===== config.mk =====
export PLATFORM = sky130hd
export DESIGN_NAME = bubble_level_fsm
export DESIGN_NICKNAME = d
export VERILOG_FILES = /design/src/rtl/bubble_level_pkg.sv /design/src/rtl/bubble_level_fsm_level_led_decoder.sv /design/src/rtl/bubble_level_fsm.sv
export SDC_FILE = /design/constraint.sdc
export NUM_CORES = 1
export LEC_CHECK = 0
export CAP_MARGIN = 30
export CORE_MARGIN = 5
export CORE_UTILIZATION = 53
export CTS_BUF_LIST = sky130_fd_sc_hd__clkbuf_8
export CTS_CLUSTER_SIZE = 20
export DETAILED_ROUTE_END_ITERATION = 6
export PLACE_DENSITY_LB_ADDON = 0.3
export REMOVE_ABC_BUFFERS = 1
export SETUP_SLACK_MARGIN = 0.5
export SYNTH_ARGS = -nofsm -noshare
export SYNTH_HDL_FRONTEND = slang
export SYNTH_SLANG_ARGS = --single-unit

===== constraint.sdc =====
create_clock -name clk_i -period 5 [get_ports clk_i]
set_input_delay 0.5 -clock clk_i [delete_from_list [all_inputs] [get_ports clk_i]]
set_output_delay 0.5 -clock clk_i [all_outputs]
set_load 0.005 [all_outputs]

===== src/rtl/bubble_level_pkg.sv =====
`default_nettype none
// +--------------------------------------------------------------------------+
// | Module  : bubble_level_pkg                                               |
// | Purpose : Shared types and constants for the bubble-level demo: master   |
// |           FSM state encoding, default I2C addressing and LED bar size.   |
// | Revision: 1.0 - initial release                                          |
// +--------------------------------------------------------------------------+
package bubble_level_pkg;

  typedef enum logic [3:0] {
    IDLE      = 4'd0,
    WR_SETUP  = 4'd1,
    WR_STROBE = 4'd2,
    WR_BUSY   = 4'd3,
    WR_DONE   = 4'd4,
    WR_CHECK  = 4'd5,
    RD_SETUP  = 4'd6,
    RD_STROBE = 4'd7,
    RD_BUSY   = 4'd8,
    RD_VALID  = 4'd9,
    RD_CHECK  = 4'd10,
    RD_DELAY  = 4'd11,
    ERROR     = 4'd12
  } state_t;

  localparam logic [6:0] DEFAULT_SLAVE_ADDR7 = 7'h68;
  localparam logic [7:0] DEFAULT_WAKE_REG    = 8'h6B;
  localparam logic [7:0] DEFAULT_AXIS_REG    = 8'h3D;

  // Every transfer is command byte + one data byte.
  localparam logic [7:0] XFER_NUM_BYTES = 8'd2;

  localparam int NUM_LEDS   = 9;
  localparam int LED_CENTER = 4;

endpackage
`default_nettype wire


===== src/rtl/bubble_level_fsm_level_led_decoder.sv =====
`default_nettype none
// +--------------------------------------------------------------------------+
// | Module  : level_led_decoder                                              |
// | Purpose : Maps a signed 8-bit tilt sample to a one-hot LED bar.          |
// |           q = s/2 (toward zero), idx = clamp(LED_CENTER - q, 0, N-1).    |
// | Ports   : data_i [7:0]          signed tilt sample                       |
// |           led_o  [NUM_LEDS-1:0] one-hot bar, bit LED_CENTER = level      |
// | Revision: 1.0 - initial release                                          |
// +--------------------------------------------------------------------------+
module level_led_decoder
  import bubble_level_pkg::*;
(
  input  logic [7:0]          data_i,
  output logic [NUM_LEDS-1:0] led_o
);

  logic signed [7:0] w_s;
  logic signed [7:0] w_q;
  logic        [8:0] w_diff;
  logic        [3:0] w_idx;

  always_comb begin
    w_s    = $signed(data_i);
    // SV signed division truncates toward zero, which is the intended rounding.
    w_q    = w_s / 8'sd2;
    // 9-bit difference cannot overflow: range is 4-63 .. 4+64.
    w_diff = 9'(LED_CENTER) - {w_q[7], w_q};
    if ($signed(w_diff) < 0)
      w_idx = 4'd0;
    else if ($signed(w_diff) > (NUM_LEDS - 1))
      w_idx = 4'(NUM_LEDS - 1);
    else
      w_idx = w_diff[3:0];
    led_o = NUM_LEDS'(1) << w_idx;
  end

endmodule
`default_nettype wire


===== src/rtl/bubble_level_fsm.sv =====
`default_nettype none
// +--------------------------------------------------------------------------+
// | Module  : bubble_level_fsm                                               |
// | Purpose : Master FSM for the bubble-level demo. Wakes the accelerometer  |
// |           through a byte-oriented I2C master core, then loops reading    |
// |           one tilt axis register and shows it on a one-hot LED bar.      |
// |           Any bus failure latches error_led_o until reset.               |
// | Ports   : clk_i, reset_ni (async, active low)                            |
// |           i2c_* inputs : status from the I2C core (busy, ack, arb, done, |
// |                          read valid, read data)                          |
// |           i2c_* outputs: write/read strobes, address, data, command,     |
// |                          byte count                                      |
// |           error_led_o, led_o[8:0]                                        |
// | Config  : LEVEL_FSM_SAMPLE_DELAY_EN - when defined, waits DELAY_CYCLES   |
// |           in RD_DELAY between samples.                                   |
// | Revision: 1.0 - initial release                                          |
// +--------------------------------------------------------------------------+
module bubble_level_fsm
  import bubble_level_pkg::*;
#(
  parameter logic [6:0] SLAVE_ADDR7 = DEFAULT_SLAVE_ADDR7,
  parameter logic [7:0] WAKE_REG    = DEFAULT_WAKE_REG,
  parameter logic [7:0] AXIS_REG    = DEFAULT_AXIS_REG
`ifdef LEVEL_FSM_SAMPLE_DELAY_EN
  , parameter int       DELAY_CYCLES = 16
`endif
) (
  input  logic                clk_i,
  input  logic                reset_ni,
  input  logic                i2c_busy_i,
  input  logic                i2c_rxak_i,
  input  logic                i2c_arb_lost_i,
  input  logic                i2c_write_done_i,
  input  logic                i2c_data_out_valid_i,
  input  logic [7:0]          i2c_data_out_i,
  output logic                i2c_write_o,
  output logic                i2c_read_o,
  output logic [7:0]          i2c_slave_addr_o,
  output logic [7:0]          i2c_din_o,
  output logic [7:0]          i2c_command_byte_o,
  output logic [7:0]          i2c_num_bytes_o,
  output logic                error_led_o,
  output logic [NUM_LEDS-1:0] led_o
);

  state_t              r_state;
  logic                r_write;
  logic                r_read;
  logic [7:0]          r_addr;
  logic [7:0]          r_din;
  logic [7:0]          r_cmd;
  logic [7:0]          r_nbytes;
  logic                r_err_led;
  logic [NUM_LEDS-1:0] r_led;
  logic                r_seen_busy;  // busy observed high during this transfer
  logic                r_bus_err;    // error flags captured with done/valid
  logic [7:0]          r_data;       // sample captured with valid
  logic [NUM_LEDS-1:0] w_led;

`ifdef LEVEL_FSM_SAMPLE_DELAY_EN
  localparam int CNT_W = $clog2(DELAY_CYCLES + 1);
  logic [CNT_W-1:0]    r_cnt;
`endif

  level_led_decoder u_decoder (
    .data_i (r_data),
    .led_o  (w_led)
  );

  always_ff @(posedge clk_i or negedge reset_ni) begin
    if (!reset_ni) begin
      r_state     <= IDLE;
      r_write     <= 1'b0;
      r_read      <= 1'b0;
      r_addr      <= 8'h00;
      r_din       <= 8'h00;
      r_cmd       <= 8'h00;
      r_nbytes    <= 8'h00;
      r_err_led   <= 1'b0;
      r_led       <= '0;
      r_seen_busy <= 1'b0;
      r_bus_err   <= 1'b0;
      r_data      <= 8'h00;
`ifdef LEVEL_FSM_SAMPLE_DELAY_EN
      r_cnt       <= '0;
`endif
    end else begin
      // Strobes are single-cycle unless a state re-asserts them.
      r_write <= 1'b0;
      r_read  <= 1'b0;
      case (r_state)
        IDLE: begin
          if (!i2c_busy_i) begin
            r_addr   <= {SLAVE_ADDR7, 1'b0};
            r_cmd    <= WAKE_REG;
            r_din    <= 8'h00;
            r_nbytes <= XFER_NUM_BYTES;
            r_state  <= WR_SETUP;
          end
        end
        WR_SETUP: begin
          r_write <= 1'b1;
          r_state <= WR_STROBE;
        end
        WR_STROBE: begin
          r_seen_busy <= 1'b0;
          r_state     <= WR_BUSY;
        end
        // A done seen while still waiting on busy covers a core whose busy
        // pulse is too short to observe; errors are captured alongside.
        WR_BUSY: begin
          if (i2c_write_done_i) begin
            r_bus_err <= i2c_arb_lost_i | i2c_rxak_i;
            r_state   <= WR_CHECK;
          end else begin
            if (i2c_busy_i)
              r_seen_busy <= 1'b1;
            if (r_seen_busy && !i2c_busy_i)
              r_state <= WR_DONE;
          end
        end
        WR_DONE: begin
          if (i2c_write_done_i) begin
            r_bus_err <= i2c_arb_lost_i | i2c_rxak_i;
            r_state   <= WR_CHECK;
          end
        end
        WR_CHECK: begin
          if (r_bus_err || i2c_arb_lost_i || i2c_rxak_i) begin
            r_err_led <= 1'b1;
            r_state   <= ERROR;
          end else begin
            r_state <= RD_SETUP;
          end
        end
        RD_SETUP: begin
          if (!i2c_busy_i) begin
            r_addr   <= {SLAVE_ADDR7, 1'b0};
            r_cmd    <= AXIS_REG;
            r_nbytes <= XFER_NUM_BYTES;
            r_state  <= RD_STROBE;
          end
        end
        RD_STROBE: begin
          r_read      <= 1'b1;
          r_seen_busy <= 1'b0;
          r_state     <= RD_BUSY;
        end
        // rxak is not an error on reads: the master NACKs the final byte.
        RD_BUSY: begin
          if (i2c_data_out_valid_i) begin
            r_bus_err <= i2c_arb_lost_i;
            r_data    <= i2c_data_out_i;
            r_state   <= RD_CHECK;
          end else begin
            if (i2c_busy_i)
              r_seen_busy <= 1'b1;
            if (r_seen_busy && !i2c_busy_i)
              r_state <= RD_VALID;
          end
        end
        RD_VALID: begin
          if (i2c_data_out_valid_i) begin
            r_bus_err <= i2c_arb_lost_i;
            r_data    <= i2c_data_out_i;
            r_state   <= RD_CHECK;
          end
        end
        RD_CHECK: begin
          if (r_bus_err || i2c_arb_lost_i) begin
            r_err_led <= 1'b1;
            r_state   <= ERROR;
          end else begin
            r_led <= w_led;
`ifdef LEVEL_FSM_SAMPLE_DELAY_EN
            r_cnt   <= CNT_W'(DELAY_CYCLES - 1);
            r_state <= RD_DELAY;
`else
            r_state <= RD_SETUP;
`endif
          end
        end
`ifdef LEVEL_FSM_SAMPLE_DELAY_EN
        RD_DELAY: begin
          if (r_cnt == '0)
            r_state <= RD_SETUP;
          else
            r_cnt <= r_cnt - 1'b1;
        end
`endif
        ERROR: begin
          r_state <= ERROR;
        end
        default: begin
          r_state <= IDLE;
        end
      endcase
    end
  end

  assign i2c_write_o        = r_write;
  assign i2c_read_o         = r_read;
  assign i2c_slave_addr_o   = r_addr;
  assign i2c_din_o          = r_din;
  assign i2c_command_byte_o = r_cmd;
  assign i2c_num_bytes_o    = r_nbytes;
  assign error_led_o        = r_err_led;
  assign led_o              = r_led;

endmodule
`default_nettype wire


# Word-level counts from Yosys, hierarchy flattened
# Index checks and enable logic that the tools add are counted.
dict set report classes {
  n_shift 1
  add_sub_neg 2
  reduce_logical 21
  order_cmp 2
  eq_ne 23
  muxes 28
  bitwise 4
}
# op n
set op_table {}
lappend op_table {{$mux W4} 12}
lappend op_table {{$pmux W4 S12} 1}
lappend op_table {{$eq A4 B3 Y1 const B} 4}
lappend op_table {{$eq A4 B4 Y1 const B} 4}
lappend op_table {{$mux W8} 2}
lappend op_table {{$ne A2 B2 Y1 const B} 8}
lappend op_table {{$pmux W8 S2} 1}
lappend op_table {{$reduce_and A3 Y1} 4}
lappend op_table {{$gt A9 B5 Y1 const B} 1}
lappend op_table {{$lt A9 B1 Y1 const B} 1}
lappend op_table {{$mux W1} 9}
lappend op_table {{$shl A1 B4 Y9 const A} 1}
lappend op_table {{$sub A4 B8 Y9 const A} 1}
lappend op_table {{$add A8 B1 Y8} 1}
lappend op_table {{$eq A4 B2 Y1 const B} 2}
lappend op_table {{$reduce_or A2 Y1} 4}
lappend op_table {{$ne A3 B3 Y1 const B} 2}
lappend op_table {{$reduce_and A2 Y1} 3}
lappend op_table {{$reduce_and A6 Y1} 1}
lappend op_table {{$reduce_bool A2 Y1} 3}
lappend op_table {{$eq A4 B1 Y1 const B} 1}
lappend op_table {{$logic_not A4 Y1} 1}
lappend op_table {{$ne A2 B1 Y1 const B} 2}
lappend op_table {{$pmux W1 S2} 2}
lappend op_table {{8 further kinds} 10}
dict set report totals {
  out_inout_bits 44
  wordCells 92
  reg_bits 36
}

# Longest topological paths before layout
dict set report depth {
  depth_word 7
  mapped_depth 12
}

# Modules after synthesis
# A second synthesis with hierarchy kept.
dict set report hier_totals {
  cells_unflattened 246
  hier_area_um2 2388.5
}
# mod area_each_um2 seq_area_each_um2 cells_per_inst instances
set by_module_without_submodules {}
lappend by_module_without_submodules {bubble_level_fsm 1737.9 750.7 167 1}
lappend by_module_without_submodules {level_led_decoder 650.6 0.0 79 1}

# Worst setup path after synthesis
# Ideal clock, no wire load.
dict set report synth_timing {
  kind {register to register}
  from {register r_data[7]}
  to {register r_led[3] (netlist: led_o[3])}
  stages_incl_launch_ff 13
  arrival_ps 2786
  required_ps 4904
  path_buffers 0
  setup_time_ps 96
  slack_ps 2118
  cell_sequence {dfrtp_1 and2_1 ha_1 ha_1 inv_1 ha_1 nand2b_1 a21oi_1 or3_4 o41a_1 nor2_2 nand4_1 o31ai_1}
}
dict set report synth_between {
  elab_chain_cells 7
}
# item line
set synth_lines {}
lappend synth_lines {{start, declared} bubble_level_fsm.sv:57} ;# logic [7:0] r_data;
lappend synth_lines {{start signal, assigned} bubble_level_fsm.sv:153} ;# r_data <= i2c_data_out_i;
lappend synth_lines {{start signal, assigned} bubble_level_fsm.sv:165} ;# r_data <= i2c_data_out_i;
lappend synth_lines {{$and A1 B1 Y1 (no line)} --}
lappend synth_lines {{$add A8 B1 Y8 (no line) *} --}
lappend synth_lines {{$sub A4 B8 Y9 *} bubble_level_fsm_level_led_decoder.sv:27} ;# w_diff = 9'(LED_CENTER) - {w_q[7], w_q};
lappend synth_lines {{$gt A9 B5 Y1} bubble_level_fsm_level_led_decoder.sv:30} ;# else if ($signed(w_diff) > (NUM_LEDS - 1))
lappend synth_lines {{$mux W4} bubble_level_fsm_level_led_decoder.sv:30}
lappend synth_lines {{$mux W4 *} bubble_level_fsm_level_led_decoder.sv:28} ;# if ($signed(w_diff) < 0)
lappend synth_lines {{$shl A1 B4 Y9 *} bubble_level_fsm_level_led_decoder.sv:34} ;# led_o = NUM_LEDS'(1) << w_idx;
lappend synth_lines {{end signal, assigned} bubble_level_fsm.sv:174} ;# r_led <= w_led;
lappend synth_lines {{end, declared} bubble_level_fsm.sv:54} ;# logic [NUM_LEDS-1:0] r_led;
# Every way passes the cells marked *; elsewhere a longest branch is shown, timed or not.
# A chain may end at the register's enable or synchronous reset.

# Final worst setup path
dict set report layout_timing {
  from {register r_data[7]}
  to {register r_led[6] (netlist: led_o[6])}
}
# The elaborated chain is that of the path after synthesis.

==> impl_metrics.yaml <==
clocking:
  htree_levels: 2
  cts_hold_buf: 0
  cts_root_buffer: "clkbuf_8"
  path_clk_slew_ps: 60
  cts-resized-gates: 0
  cts_tree: "yes"
  clock_latency_ps: 270
  numClockSinks: 30
  cts_setup_buffers: 0
  cts_made_buffers: 5
  cts_buffer_depth: 2
finish:
  seq_area_sq_um: 750.7
  nets: 284
  drive_gt1_share_pct: 7.170
  multi_input_area_sq_mm: 0.001051
  n_fill_cell: 335
  n_antenna_cell: 0
  syn_to_final_growth_pct: 17.86
setup_path:
  start_kind: "flop"
  crit_top_cell: "ha_1"
  rr_startpoint: "r_data[7]$_DFFE_PN0P_"
  critPathArrivalTime_ps: 3320
  end_kind: "flop"
  r2r_cells: 12
  crit_slowest_cell: "dfrtp_1"
  r2r_slack_ps: 1830
  worst-setup-path-type: "flop to flop"
  cp_max_fo: 8
  cp.required_ps: 5150
  r2r-end: "led_o[6]$_DFFE_PN0P_"
  cpPeakStageDelay_ps: 410
  path_buf_inv: 1
  path_cells: "and2_1 -> ha_1 -> ha_1 -> inv_1 -> ha_1 -> nand2b_1 -> a21oi_1 -> or3_4 -> nor4_1 -> a21o_1 -> o2111ai_1 -> o41ai_1"
  cp_top_family: "simple AND/OR/NAND/NOR gates"
yosys:
  synth_common_cells: "nand2_1, dfrtp_1, buf_4, nor2_1"
  yosysMostFrequentCell: "nand2_1"
  postSynth.asyncResetShare_pct: 100.0
  synthTopCellsByArea: "dfrtp_1, buf_4, nand2_1, mux2_2, a21oi_1"
  yosysWarnings: 0
  yosysTopAreaCell: "dfrtp_1"
  yosysSeqAreaShare_pct: 37.59
  synth_ff_type: "dfrtp_1"
  synth-edff-count: 0
  synth_cells: 234
  netlist_area_sq_mm: 0.001997
  postSynthAreaPerCell_sq_um: 8.534
  yosysTopAreaCellShare_pct: 37.59
  ys_seq_elements: 30
  synth_cell_type_count: 47
placed_design:
  numPortBuffers: 37
  dpl.hpwl_mm: 2.963
  place_congestion: 0.8703
grt:
  grt_use_total_pct: 16.22
  grt_pass1_vias: 1444
  grt.overflow.total: 0
  antenna_found_initial: 0
  grt_max_degree: 31
  grt_pass1_wl_mm: 6.686
floorplanning:
  rows: 22
  die-area_sq_mm: 0.005095
  core_area_sq_mm: 0.003661
  dieWidth_um: 71.38
  io_pins: 59
  start_util_pct: 54.55
  fp.dieH_um: 71.38
power:
  peakVddDrop_mv: 0.3221
  cellLeakagePower_nw: 1.007
  cellPowerDensity_mw_per_mm2: 575.9
worst_hold_path:
  worstHoldPathType: "flop to flop"
  hp-start: "led_o[7]$_DFFE_PN0P_"
  min_to: "led_o[7]$_DFFE_PN0P_"
  hold_depth: 2
timing:
  tightest_slew_ps: 701.0
  holdWs_ps: 472.1
  drv_slew: 0
  final.setup_skew_ps: 4.477
  final_hold_viol_count: 0
  final.min_clock_period_ps: 3167
  timing.final.crit_share_pct: 63.34
  max_slew_margin_pct: 53.10
  rsz0062_at_grt: "false"
  fmax_mhz: 315.7
  setup_tns_ps: 0
  setup-violations-final: 0
drt:
  drc: 0
  final_antenna_net_count: 0
  viasPerCell: 5.236
  dr.pass1.iters: 4
  vias: 1639
  wirelength_mm: 3.966
  wl_per_cell_um: 12.67
  drt_iter0_drc: 118
job:
  max_cap_viol_count: 0
outcome:
  outcome: "completed"
[per-stage QoR]
step | cells | power (W) | setup WS [ps] | util (%) | area, sq um
6_report | 313 | 0.001355 | 1833 | 64.29 | 2354
3_3_place_gp | 306 | 0.001162 | 1993 | 62.20 | 2277
2_1_floorplan | 220 | 0.0009489 | 2116 | - | 1839
5_1_grt | 313 | 0.001476 | 1544 | 64.29 | 2354
3_5_place_dp | 306 | 0.001176 | 1838 | 62.20 | 2277
4_1_cts | 313 | 0.001357 | 1824 | 64.29 | 2354
[power by group]
group          internal (W)  switching (W)  total [W]
sequential         0.000317       0.000121   0.000438
clock             0.0000914      0.0000805   0.000172
combinational      0.000337       0.000409   0.000745
total              0.000745       0.000610    0.00136
[worst register-to-register path, cell delays in order, from the launching register on]
cell and delay (ps):
dfrtp_1 410, and2_1 170, ha_1 210, ha_1 280
inv_1 90, ha_1 260, nand2b_1 130, a21oi_1 80
or3_4 370, nor4_1 330, a21o_1 240, o2111ai_1 170
o41ai_1 300
[sequential cells by signal, indices dropped and copies added (netlist names)]
register / cells
error_led_o: 1
i2c_command_byte_o: 3
i2c_read_o: 1
i2c_slave_addr_o: 1
i2c_write_o: 1
led_o: 9
r_bus_err: 1
r_data: 8
r_seen_busy: 1
r_state: 4
[how the worst max path moves through the flow]
stage,slack [ps],end,cells past startpoint,from
2_1_floorplan,2120,led_o[3]$_DFFE_PN0P_,12,r_data[7]$_DFFE_PN0P_
3_3_place_gp,1990,led_o[3]$_DFFE_PN0P_,12,r_data[7]$_DFFE_PN0P_
3_5_place_dp,1840,led_o[6]$_DFFE_PN0P_,12,r_data[7]$_DFFE_PN0P_
4_1_cts,1820,led_o[6]$_DFFE_PN0P_,12,r_data[7]$_DFFE_PN0P_
5_1_grt,1540,led_o[6]$_DFFE_PN0P_,12,r_data[7]$_DFFE_PN0P_
6_report,1830,led_o[6]$_DFFE_PN0P_,12,r_data[7]$_DFFE_PN0P_
[per-layer routing]
layer / wire (um) / track usage [%] / vias up / part of all wire (%)
li1: - / - / 838 / -
met1: 1833 / 22.32 / 749 / 46
met2: 1804 / 24.18 / 47 / 45
met3: 277 / 4.208 / 5 / 7.0
met4: 51 / 6.681 / 0 / 1.3
met5: 0 / 0 / - / 0
[layout make-up]
type                    count  area share, %
inverters                  10          1.595
clock buffers               5          2.924
clock inverters             2         0.3190
flip-flops and latches     30          31.90
well taps                  48          2.552
repair buffers             38          16.06
multi-input cells         180          44.66
[cell families (layout without fill, tap and decap cells)]
kind of cell    count (synthesis)  count (layout)  synth area share, %
compound gates                 56              56                19.05
xor+xnor                        6               6                2.632
fa+ha+maj                       4               4                2.506
buf+inv                        44              55                13.53
flops                          30              30                37.59
mux                             6               6                3.383
other cells                     1              21               0.1878
simple gates                   87              87                21.12
[placed cells by master, fill, tap and decap left out, drive strengths merged, types with 3 or more instances in the layout]
cell type      instances
dfrtp                 30
nand2                 35
conb                  21
clkdlybuf4s50         37
clkbuf                 5
xor2                   3
inv                   12
nand3                  5
nor2b                  3
nor2                  17
a21o                   3
o22ai                  3
nand2b                 6
and2                   3
mux2                   6
or3                    3
o311ai                 3
nand4                  4
o21ai                 13
xnor2                  3
nor4                   5
a21oi                 13
o31ai                  4
a22o                   3
ha                     4
Note: power is estimated with default switching activity, not from simulation.
